--- config.mk ---
export PLATFORM = sky130hd
export DESIGN_NAME = dct_block_sequencer
export DESIGN_NICKNAME = d
export VERILOG_FILES = /design/src/rtl/dct_block_sequencer_pkg.sv /design/src/rtl/dct_block_sequencer.sv
export SDC_FILE = /design/constraint.sdc
export NUM_CORES = 1
export LEC_CHECK = 0
export ABC_CLOCK_PERIOD_IN_PS = 3300
export CAP_MARGIN = 20
export CORE_MARGIN = 2
export CORE_UTILIZATION = 35
export CTS_CLUSTER_SIZE = 10
export DETAILED_ROUTE_END_ITERATION = 7
export PLACE_DENSITY = 0.65
export SLEW_MARGIN = 10
export SYNTH_ARGS = -nofsm -noshare
export SYNTH_HDL_FRONTEND = slang
export SYNTH_SLANG_ARGS = --single-unit
--- constraint.sdc ---
create_clock -name clk -period 3.3 [get_ports clk]
set_clock_uncertainty 0.1 [all_clocks]
set_input_delay 0.66 -clock clk [delete_from_list [all_inputs] [get_ports clk]]
set_output_delay 0.66 -clock clk [all_outputs]
set_load 0.01 [all_outputs]
--- src/rtl/dct_block_sequencer_pkg.sv ---
// Shared geometry and state encoding for the 8x8 DCT block sequencer.
// Datapath testbenches reuse these names.
package dct_block_sequencer_pkg;

  localparam int BLK_N  = 8;
  localparam int IDX_W  = 3;
  localparam int ADDR_W = 6;

  typedef enum logic [3:0] {
    S_LOAD   = 4'd0,
    S_RSTART = 4'd1,
    S_RWAIT  = 4'd2,
    S_RWRITE = 4'd3,
    S_CREAD  = 4'd4,
    S_CFLUSH = 4'd5,
    S_CSTART = 4'd6,
    S_CWAIT  = 4'd7,
    S_COUT   = 4'd8,
    S_DONE   = 4'd9
  } state_t;

  // Row-major 8x8 address from (major, minor) index pair.
  function automatic logic [ADDR_W-1:0] blk_addr(input logic [IDX_W-1:0] major,
                                                 input logic [IDX_W-1:0] minor);
    return {major, minor};
  endfunction

endpackage

--- src/rtl/dct_block_sequencer.sv ---
// Control sequencer for a 2-D 8x8 DCT: row pass into a transpose buffer, then column pass to output.
// Carries no sample data; drives datapath strobes, buffer addresses and coefficient indexing.
module dct_block_sequencer
  import dct_block_sequencer_pkg::*;
#(
  parameter int DP_LAT = 4
) (
  input  logic              clk,
  input  logic              rst,
  input  logic              in_valid,
  output logic              in_ready,
  output logic              dp_load,
  output logic [IDX_W-1:0]  dp_load_idx,
  output logic              dp_start,
  output logic              dp_mode,
  output logic [IDX_W-1:0]  dp_rd_idx,
  output logic              tb_we,
  output logic [ADDR_W-1:0] tb_waddr,
  output logic              tb_re,
  output logic [ADDR_W-1:0] tb_raddr,
  output logic              out_valid,
  input  logic              out_ready,
  output logic [ADDR_W-1:0] out_idx,
  output logic              block_done,
  output logic              busy
);

  localparam logic [IDX_W-1:0] LAST     = IDX_W'(BLK_N - 1);
  localparam logic [3:0]       LAT_LAST = 4'(DP_LAT - 1);

  state_t           state;
  logic [IDX_W-1:0] r, c, k;
  logic [3:0]       lat;
  logic             ld_d;
  logic [IDX_W-1:0] k_d;

  always_ff @(posedge clk) begin
    if (rst) begin
      state <= S_LOAD;
      r     <= '0;
      c     <= '0;
      k     <= '0;
      lat   <= '0;
      ld_d  <= 1'b0;
      k_d   <= '0;
    end else begin
      // Buffer read data arrives one cycle after tb_re, so the load strobe trails it.
      ld_d <= (state == S_CREAD);
      k_d  <= k;
      case (state)
        S_LOAD: begin
          if (in_valid) begin
            k <= k + 3'd1;
            if (k == LAST) state <= S_RSTART;
          end
        end
        S_RSTART: state <= S_RWAIT;
        S_RWAIT: begin
          if (lat == LAT_LAST) begin
            lat   <= '0;
            state <= S_RWRITE;
          end else begin
            lat <= lat + 4'd1;
          end
        end
        S_RWRITE: begin
          k <= k + 3'd1;
          if (k == LAST) begin
            if (r == LAST) begin
              r     <= '0;
              c     <= '0;
              state <= S_CREAD;
            end else begin
              r     <= r + 3'd1;
              state <= S_LOAD;
            end
          end
        end
        S_CREAD: begin
          k <= k + 3'd1;
          if (k == LAST) state <= S_CFLUSH;
        end
        S_CFLUSH: state <= S_CSTART;
        S_CSTART: state <= S_CWAIT;
        S_CWAIT: begin
          if (lat == LAT_LAST) begin
            lat   <= '0;
            state <= S_COUT;
          end else begin
            lat <= lat + 4'd1;
          end
        end
        S_COUT: begin
          if (out_ready) begin
            k <= k + 3'd1;
            if (k == LAST) begin
              if (c == LAST) begin
                c     <= '0;
                state <= S_DONE;
              end else begin
                c     <= c + 3'd1;
                state <= S_CREAD;
              end
            end
          end
        end
        S_DONE:  state <= S_LOAD;
        default: state <= S_LOAD;
      endcase
    end
  end

  assign in_ready    = (state == S_LOAD);
  assign dp_load     = (in_ready && in_valid) || ld_d;
  assign dp_load_idx = ld_d ? k_d : k;
  assign dp_start    = (state == S_RSTART) || (state == S_CSTART);
  assign dp_mode     = (state == S_CREAD) || (state == S_CFLUSH) || (state == S_CSTART) ||
                       (state == S_CWAIT) || (state == S_COUT);
  assign dp_rd_idx   = k;
  assign tb_we       = (state == S_RWRITE);
  assign tb_waddr    = blk_addr(k, r);
  assign tb_re       = (state == S_CREAD);
  assign tb_raddr    = blk_addr(c, k);
  assign out_valid   = (state == S_COUT);
  assign out_idx     = blk_addr(k, c);
  assign block_done  = (state == S_DONE);
  assign busy        = !((state == S_LOAD) && (r == '0) && (k == '0));

endmodule

Word-level counts from Yosys, hierarchy flattened --
Cells that the tools add are included.
Word-level totals: word-level logic and storage cells 77, register bits after elaboration 21, input bits 4
Cells by class: equality and inequality tests 22, multiplexer cells 23, add/sub/neg operators 4, reduce and logical (&&, ||, !) cells 21
Operators by type and width (number):
- 4-bit two-way mux | 10
- 4-bit one-hot mux with 9 select lines | 1
- 3-bit two-way mux | 10
- 4-bit by 3-bit equality test with 1-bit output (second input constant) | 4
- 4-bit by 2-bit equality test with 1-bit output (second input constant) | 3
- 2-bit by 1-bit inequality test with 1-bit output (second input constant) | 6
- 3-bit by 1-bit adder with 3-bit output (second input constant) | 3
- 3-bit equality test (second input constant) | 3
- 3-bit one-hot mux with 3 select lines | 1
- 4-bit equality test (second input constant) | 2
- 8-bit AND reduction | 1
- 3-bit logical NOT | 2
- 1-bit logical OR | 6
- 2-bit inequality test (second input constant) | 3
- 3-bit one-hot mux with 2 select lines | 1
- 5-bit AND reduction | 1
- 4-bit by 1-bit adder with 4-bit output (second input constant) | 1
- 4-bit by 1-bit equality test with 1-bit output (second input constant) | 1
- 4-bit logical NOT | 1
- 2-bit OR reduction | 2
- 1-bit logical AND | 3
- 3-bit AND reduction | 1
- 3-bit nonzero test | 1
- 2-bit AND reduction | 1
- 2 further kinds | 2

Depth between registers and ports, before layout --
Gate-level depths: netlist of the first run.
depth after elaboration 5, gate-level depth with buffers 7

Least setup slack after synthesis of the first run --
No wires, ideal clock.
path kind register -> output, start register state[2], end output port dp_start, buffers on the path 2, setup slack 1.260 ns, data required time 2.540 ns, arrival time 1.280 ns, cell stages (with the launch flop) 5, path through dfxtp_1 -> buf_4 -> buf_2 -> or3b_2 -> a21oi_1
On the way: word-level cells in the longest chain between the ends 2, elaborated cells between the ends (all ways) 3, classes of those cells eq/ne: 2; reduce/logical: 1
RTL lines:
- start, declared | RTL line dct_block_sequencer.sv:31 | state_t state;
- start signal, assigned | RTL line dct_block_sequencer.sv:39 | state <= S_LOAD;
- start signal, assigned | RTL line dct_block_sequencer.sv:54 | if (k == LAST) state <= S_RSTART;
- start signal, assigned | RTL line dct_block_sequencer.sv:57 | S_RSTART: state <= S_RWAIT;
- 4-bit by 1-bit equality test with 1-bit output or 4-bit by 3-bit equality test with 1-bit output (tied branches) | RTL line dct_block_sequencer.sv:116 | assign dp_start = (state == S_RSTART) || (state == S_CSTART);
- 1-bit logical OR (*) | RTL line dct_block_sequencer.sv:116
- end, declared | RTL line dct_block_sequencer.sv:14 | output logic dp_start,
Every way passes the cells marked *; elsewhere a longest branch is shown, timed or not.

Final worst setup path of the first run --
start register state[3], end output port dp_mode
On the way: word-level cells in the longest chain between the ends 5, elaborated cells between the ends (all ways) 9, classes of those cells eq/ne: 5; reduce/logical: 4
RTL lines:
- 4-bit by 3-bit equality test with 1-bit output | RTL line dct_block_sequencer.sv:117 | assign dp_mode = (state == S_CREAD) || (state == S_CFLUSH) || (state == S_CSTART) ||
- 1-bit logical OR (3 in a row) | RTL line dct_block_sequencer.sv:117
- 1-bit logical OR (*) | RTL line dct_block_sequencer.sv:118 | (state == S_CWAIT) || (state == S_COUT);
- end, declared | RTL line dct_block_sequencer.sv:15 | output logic dp_mode,
Marked as above.

==> results of run 1 <==
## logic make-up after synthesis
logic type      share of synthesized area (%)
simple gates                             25.1
compound gates                           15.3
buf+inv                                  14.1
flops                                    30.1
fa+ha+maj                                8.06
mux                                      6.09
xor+xnor                                 1.25
## tightest hold or removal path: stages (launching register included)
cell,delay [ps]
dfxtp_1,340
nand2_1,60
a21oi_1,50
## sequential cells by signal (all words and copies together), names as in the netlist
register and flops:
dp_rd_idx 3, k_d 3, ld_d 1, state 4
c 3, lat 4, r 3
## power by group
group | switching, mW | internal [mW]
clock | 0.0872 | 0.0842
combinational | 0.225 | 0.289
sequential | 0.0743 | 0.290
## area by class of cell
cell class	count	area share (%)
Tap cell	48	3.53
Sequential cell	21	24.7
Clock buffer	3	2.43
Timing Repair Buffer	37	21.6
Clock inverter	1	0.294
Inverter	6	1.62
Multi-Input combinational cell	113	45.8
## metal layers
layer	vias up	share of wire, %
met5	-	0
met4	0	1.3
met3	4	6.8
met2	54	46
met1	579	46
li1	605	-
## synthesized netlist by cell type (all sizes together), types with 3 or more instances
master / number / area (um^2)
nand2: 9 / 33.8
clkbuf: 6 / 32.5
ha: 9 / 113
nor3: 6 / 35.0
nor2b: 5 / 31.3
dfxtp: 21 / 420
nand4: 3 / 18.8
mux2: 4 / 45.0
nor2: 19 / 71.3
a221o: 3 / 30.0
nand3: 5 / 25.0
a21oi: 9 / 45.0
or3b: 3 / 26.3
o21ai: 6 / 30.0
mux2i: 4 / 40.0
inv: 5 / 18.8
buf: 17 / 136
## through the flow
stage | cells | setup slack (ps) | util (%) | power [mW] | hold WS, ps
after global routing | 229 | 318 | 45.5 | 1.12 | 424
after floorplan | 163 | 1260 | - | 0.718 | 379
after CTS | 229 | 434 | 45.5 | 1.05 | 399
after global placement | 225 | 704 | 44.2 | 0.875 | 379
after detailed placement | 225 | 691 | 44.2 | 0.883 | 388
final | 229 | 430 | 45.5 | 1.05 | 395
## worst paths after layout
path	depth (start not counted)	slack (ps)	startpoint	end
setup / recovery	3	430	state[3]	dp_mode
setup reg to reg	6	1130	dp_rd_idx[0]	state[2]
hold / removal	2	390	r[1]	r[1]
hold reg to reg	2	390	r[1]	r[1]
==> results_dict.tcl, run 1 <==
set metrics [dict create \
    path_clk_slew_ps 80 \
    area_growth_pct 21.9 \
    slowest_stage "dfxtp_1" \
    cp_cell_sequence "or4b_4 -> nand2_1 -> clkdlybuf4s50_1" \
    finalCritPeriodShare_pct 87.0 \
    viasPerCell 5.42 \
    hold_buffers 0 \
    layout.nets 195 \
    die_y_um 67.2 \
    drtIter0Drc 48 \
    yosys_most_used_dff "dfxtp_1" \
    dp_hpwl_um 2230 \
    grt_pass1_vias 1154 \
    yosys_warnings 0 \
    gr-usage-met3_pct 2.33 \
    worst_pin_slew_ps 637 \
    row_count 22 \
    die_w_um 67.2 \
    wire_per_inst_um 13.3 \
    crit_family "simple AND/OR/NAND/NOR gates" \
    ys_ff_latch 21 \
    status "completed" \
    grt_pass1_wl_um 5160 \
    grt_max_degree 21 \
    ys_async_sr_fraction_pct 0 \
    final-hold-violation-count 0 \
    post_cts_buffers 0 \
    clock_path_buffers 2 \
    criticalPathCategory "reg2out" \
    max_stage_delay_ps 620 \
    cts_tree "done" \
    fin_area_um2 1700 \
    gp_congestion 0.822 \
    multi_input_area_um2 779 \
    port-buffer-count 36 \
    final_cell_mix "clkdlybuf4s50_1 (36), dfxtp_1 (21), nor2_1 (19)" \
    num_antenna_cells 0 \
    routed_wirelength_um 3060 \
    drive_gt1_share_pct 8.29 \
    end_kind "output port" \
    synth-edff-count 0 \
    p_leak_nw 0.669 \
    placed_cell_area_um2 1660 \
    period_needed_ps 2870 \
    io_pins 37 \
    core_area_um2 3740 \
    via_count 1242 \
    clock_latency_ps 260 \
    cts_made_buffers 3 \
    cts_resized 0 \
    grt-busiest-layer "met2" \
    start_kind "flip-flop" \
    nFillCells 369 \
    slew_viol_final 0 \
    ant_nets 0 \
    cts_max_level 1 \
    dr.pass1.iters 5 \
    synthCells 163 \
    critPathRequiredTime_ps 2540 \
    hold_path.class "reg2reg" \
    synth_area_um2 1400 \
    grtUsageMet1_pct 19.2 \
    clock-sinks 21 \
    tns_ps 0 \
    syn_nets 176 \
    avgSynthCellArea_um2 8.57 \
    regArea_um2 420 \
    max_freq_mhz 348 \
    path_buf_inv 1 \
    use_met2_pct 24.4 \
    powerDensity_nw_per_um2 617 \
    critPathArrivalTime_ps 2110 \
    drc 0 \
    setup_viol 0 \
    slew_headroom_pct 57.5 \
    drv_cap 0 \
    mostFrequentLayoutCell "clkdlybuf4s50_1" \
    cts_root_buf "clkbuf_8" \
    peakVddDrop_mv 0.190 \
    ys_types 50 \
    die_area_um2 4510 \
    grt_overflow 0 \
    rsz0062_at_grt "no" \
    crit_fanout 16 \
    grtUsageTotal_pct 14.6 \
    start_util_pct 37.3 \
    antenna_found_initial 0 \
    yosysSeqAreaShare_pct 30.1 \
]
Power figures use the tool's default switching activity.
==> run 2, diff against run 1 <==
Settings changed: CORE_ASPECT_RATIO from default to 0.9.
==> run 2 against run 1 <==
  * Cell area decreased by 0.22%
  * First-iteration DRC count is 56% higher
  * Global-route usage about the same
  * Non-clock buffer count did not move
  * Sequential cell count stayed put
  * Worst setup slack better by 17 ps
  * Routed wire length rose by 5.9%
  * Clock power is essentially flat
  * Fmax up 0.59%
  * Via count is 0.72% lower
  * Critical path type unchanged
  * Largest power group unchanged
==> results_dict.tcl, run 2 (synthesis gave the netlist of run 1 again) <==
set metrics [dict create \
    holdWs_ps 396 \
    clock_latency_ps 260 \
    clock-sinks 21 \
    io_pins 37 \
    routed_wirelength_um 3240 \
    placed_cell_area_um2 1650 \
    slew_headroom_pct 55.2 \
    die_y_um 63.9 \
    cts_root_buf "clkbuf_8" \
    area_growth_pct 21.6 \
    num_antenna_cells 0 \
    critPathArrivalTime_ps 2090 \
    dp_slack_ps 646 \
    hold_buffers 0 \
    clock_path_buffers 2 \
    antenna_found_initial 0 \
    start_util_pct 36.9 \
    top_regs "lat x4, state x4" \
    drv_cap 0 \
    critPathRequiredTime_ps 2540 \
    cp_cell_sequence "or4b_4 -> nand2_1 -> clkdlybuf4s50_1" \
    grt_overflow 0 \
    grt_max_degree 21 \
    dr.pass1.iters 4 \
    grtUsageTotal_pct 14.6 \
    core_area_um2 3780 \
    ant_nets 0 \
    cts_max_level 1 \
    cts_resized 0 \
    crit_fanout 16 \
    nFillCells 386 \
    mostFrequentLayoutCell "clkdlybuf4s50_1" \
    status "completed" \
    die_area_um2 4510 \
    slew_viol_final 0 \
    end_kind "output port" \
    post_cts_buffers 0 \
    setup_viol 0 \
    grt_pass1_wl_um 5380 \
    finalCritPeriodShare_pct 86.5 \
    powerDensity_nw_per_um2 620 \
    max_freq_mhz 350 \
    dp_hpwl_um 2450 \
    tns_ps 0 \
    startpoint "state[3]" \
    peakVddDrop_mv 0.195 \
    viasPerCell 5.43 \
    final-hold-violation-count 0 \
    gp_congestion 0.876 \
    start_kind "flip-flop" \
    reg2reg_from "dp_rd_idx[0]" \
    path_clk_slew_ps 80 \
    fin_cells 227 \
    finalCoreUtilization_pct 44.9 \
    place_inst 223 \
    final_cell_mix "clkdlybuf4s50_1 (36), dfxtp_1 (21), nor2_1 (19)" \
    hp-start "r[1]" \
    power.total_mw 1.05 \
    setup_slack_ps 447 \
    row_count 21 \
    fin_area_um2 1700 \
    wire_per_inst_um 14.3 \
    layout.nets 195 \
    grt_pass1_vias 1119 \
    cts_tree "done" \
    drtIter0Drc 75 \
    cts_made_buffers 3 \
    worst_pin_slew_ps 670 \
    p_leak_nw 0.667 \
    die_w_um 70.6 \
    via_count 1233 \
    port-buffer-count 36 \
    drc 0 \
    drive_gt1_share_pct 7.73 \
    period_needed_ps 2850 \
    rsz0062_at_grt "no" \
    max_stage_delay_ps 610 \
    slowest_stage "dfxtp_1" \
    criticalPathCategory "reg2out" \
    hold_path.class "reg2reg" \
]
## run 2: cell count changes in the layout (fill, tap and decap cells not counted)
cell      change
clkinv_2      -1
clkbuf_1      +1
## run 2: area by class of cell
type	instances	area, um^2	area share [%]
Multi-Input combinational cell	113	779	45.9
Sequential cell	21	420	24.8
Timing Repair Buffer	37	368	21.7
Tap cell	46	57.6	3.39
Clock buffer	4	45.0	2.65
Inverter	6	27.5	1.62
## run 2: path summary, 6_finish.rpt
check        endpoint  slack (ps)  cells after the start
max           dp_mode         450                      3
min              r[1]         400                      2
max reg2reg  state[2]        1160                      6
min reg2reg      r[1]         400                      2
## run 2: layer usage
metal / track usage (%) / wire (um) / up-vias
li1: - / - / 604
met1: 19.2 / 1460 / 587
met2: 24.4 / 1590 / 40
met3: 3.94 / 181 / 2
met4: 2.36 / 8 / 0
met5: 0 / 0 / -
## run 2: critical path, delay by kind of cell, from the launching register on
family	cells	cell delay, ps
buf+inv	1	540
flops	1	610
simple gates	2	690
## run 2: power breakdown
group | leakage (nW) | switching [mW] | internal [mW]
registers | 0.170 | 0.0741 | 0.291
clock network | 0.0228 | 0.0819 | 0.0859
logic | 0.473 | 0.232 | 0.288
total | 0.667 | 0.388 | 0.664
==> run 3, diff against run 2 <==
Settings changed: ABC_CLOCK_PERIOD_IN_PS 3300 to default, CTS_CLUSTER_DIAMETER from default to 60.
==> results of run 3 <==
The final DEF is identical to that of run 2; final timing and power are the same.
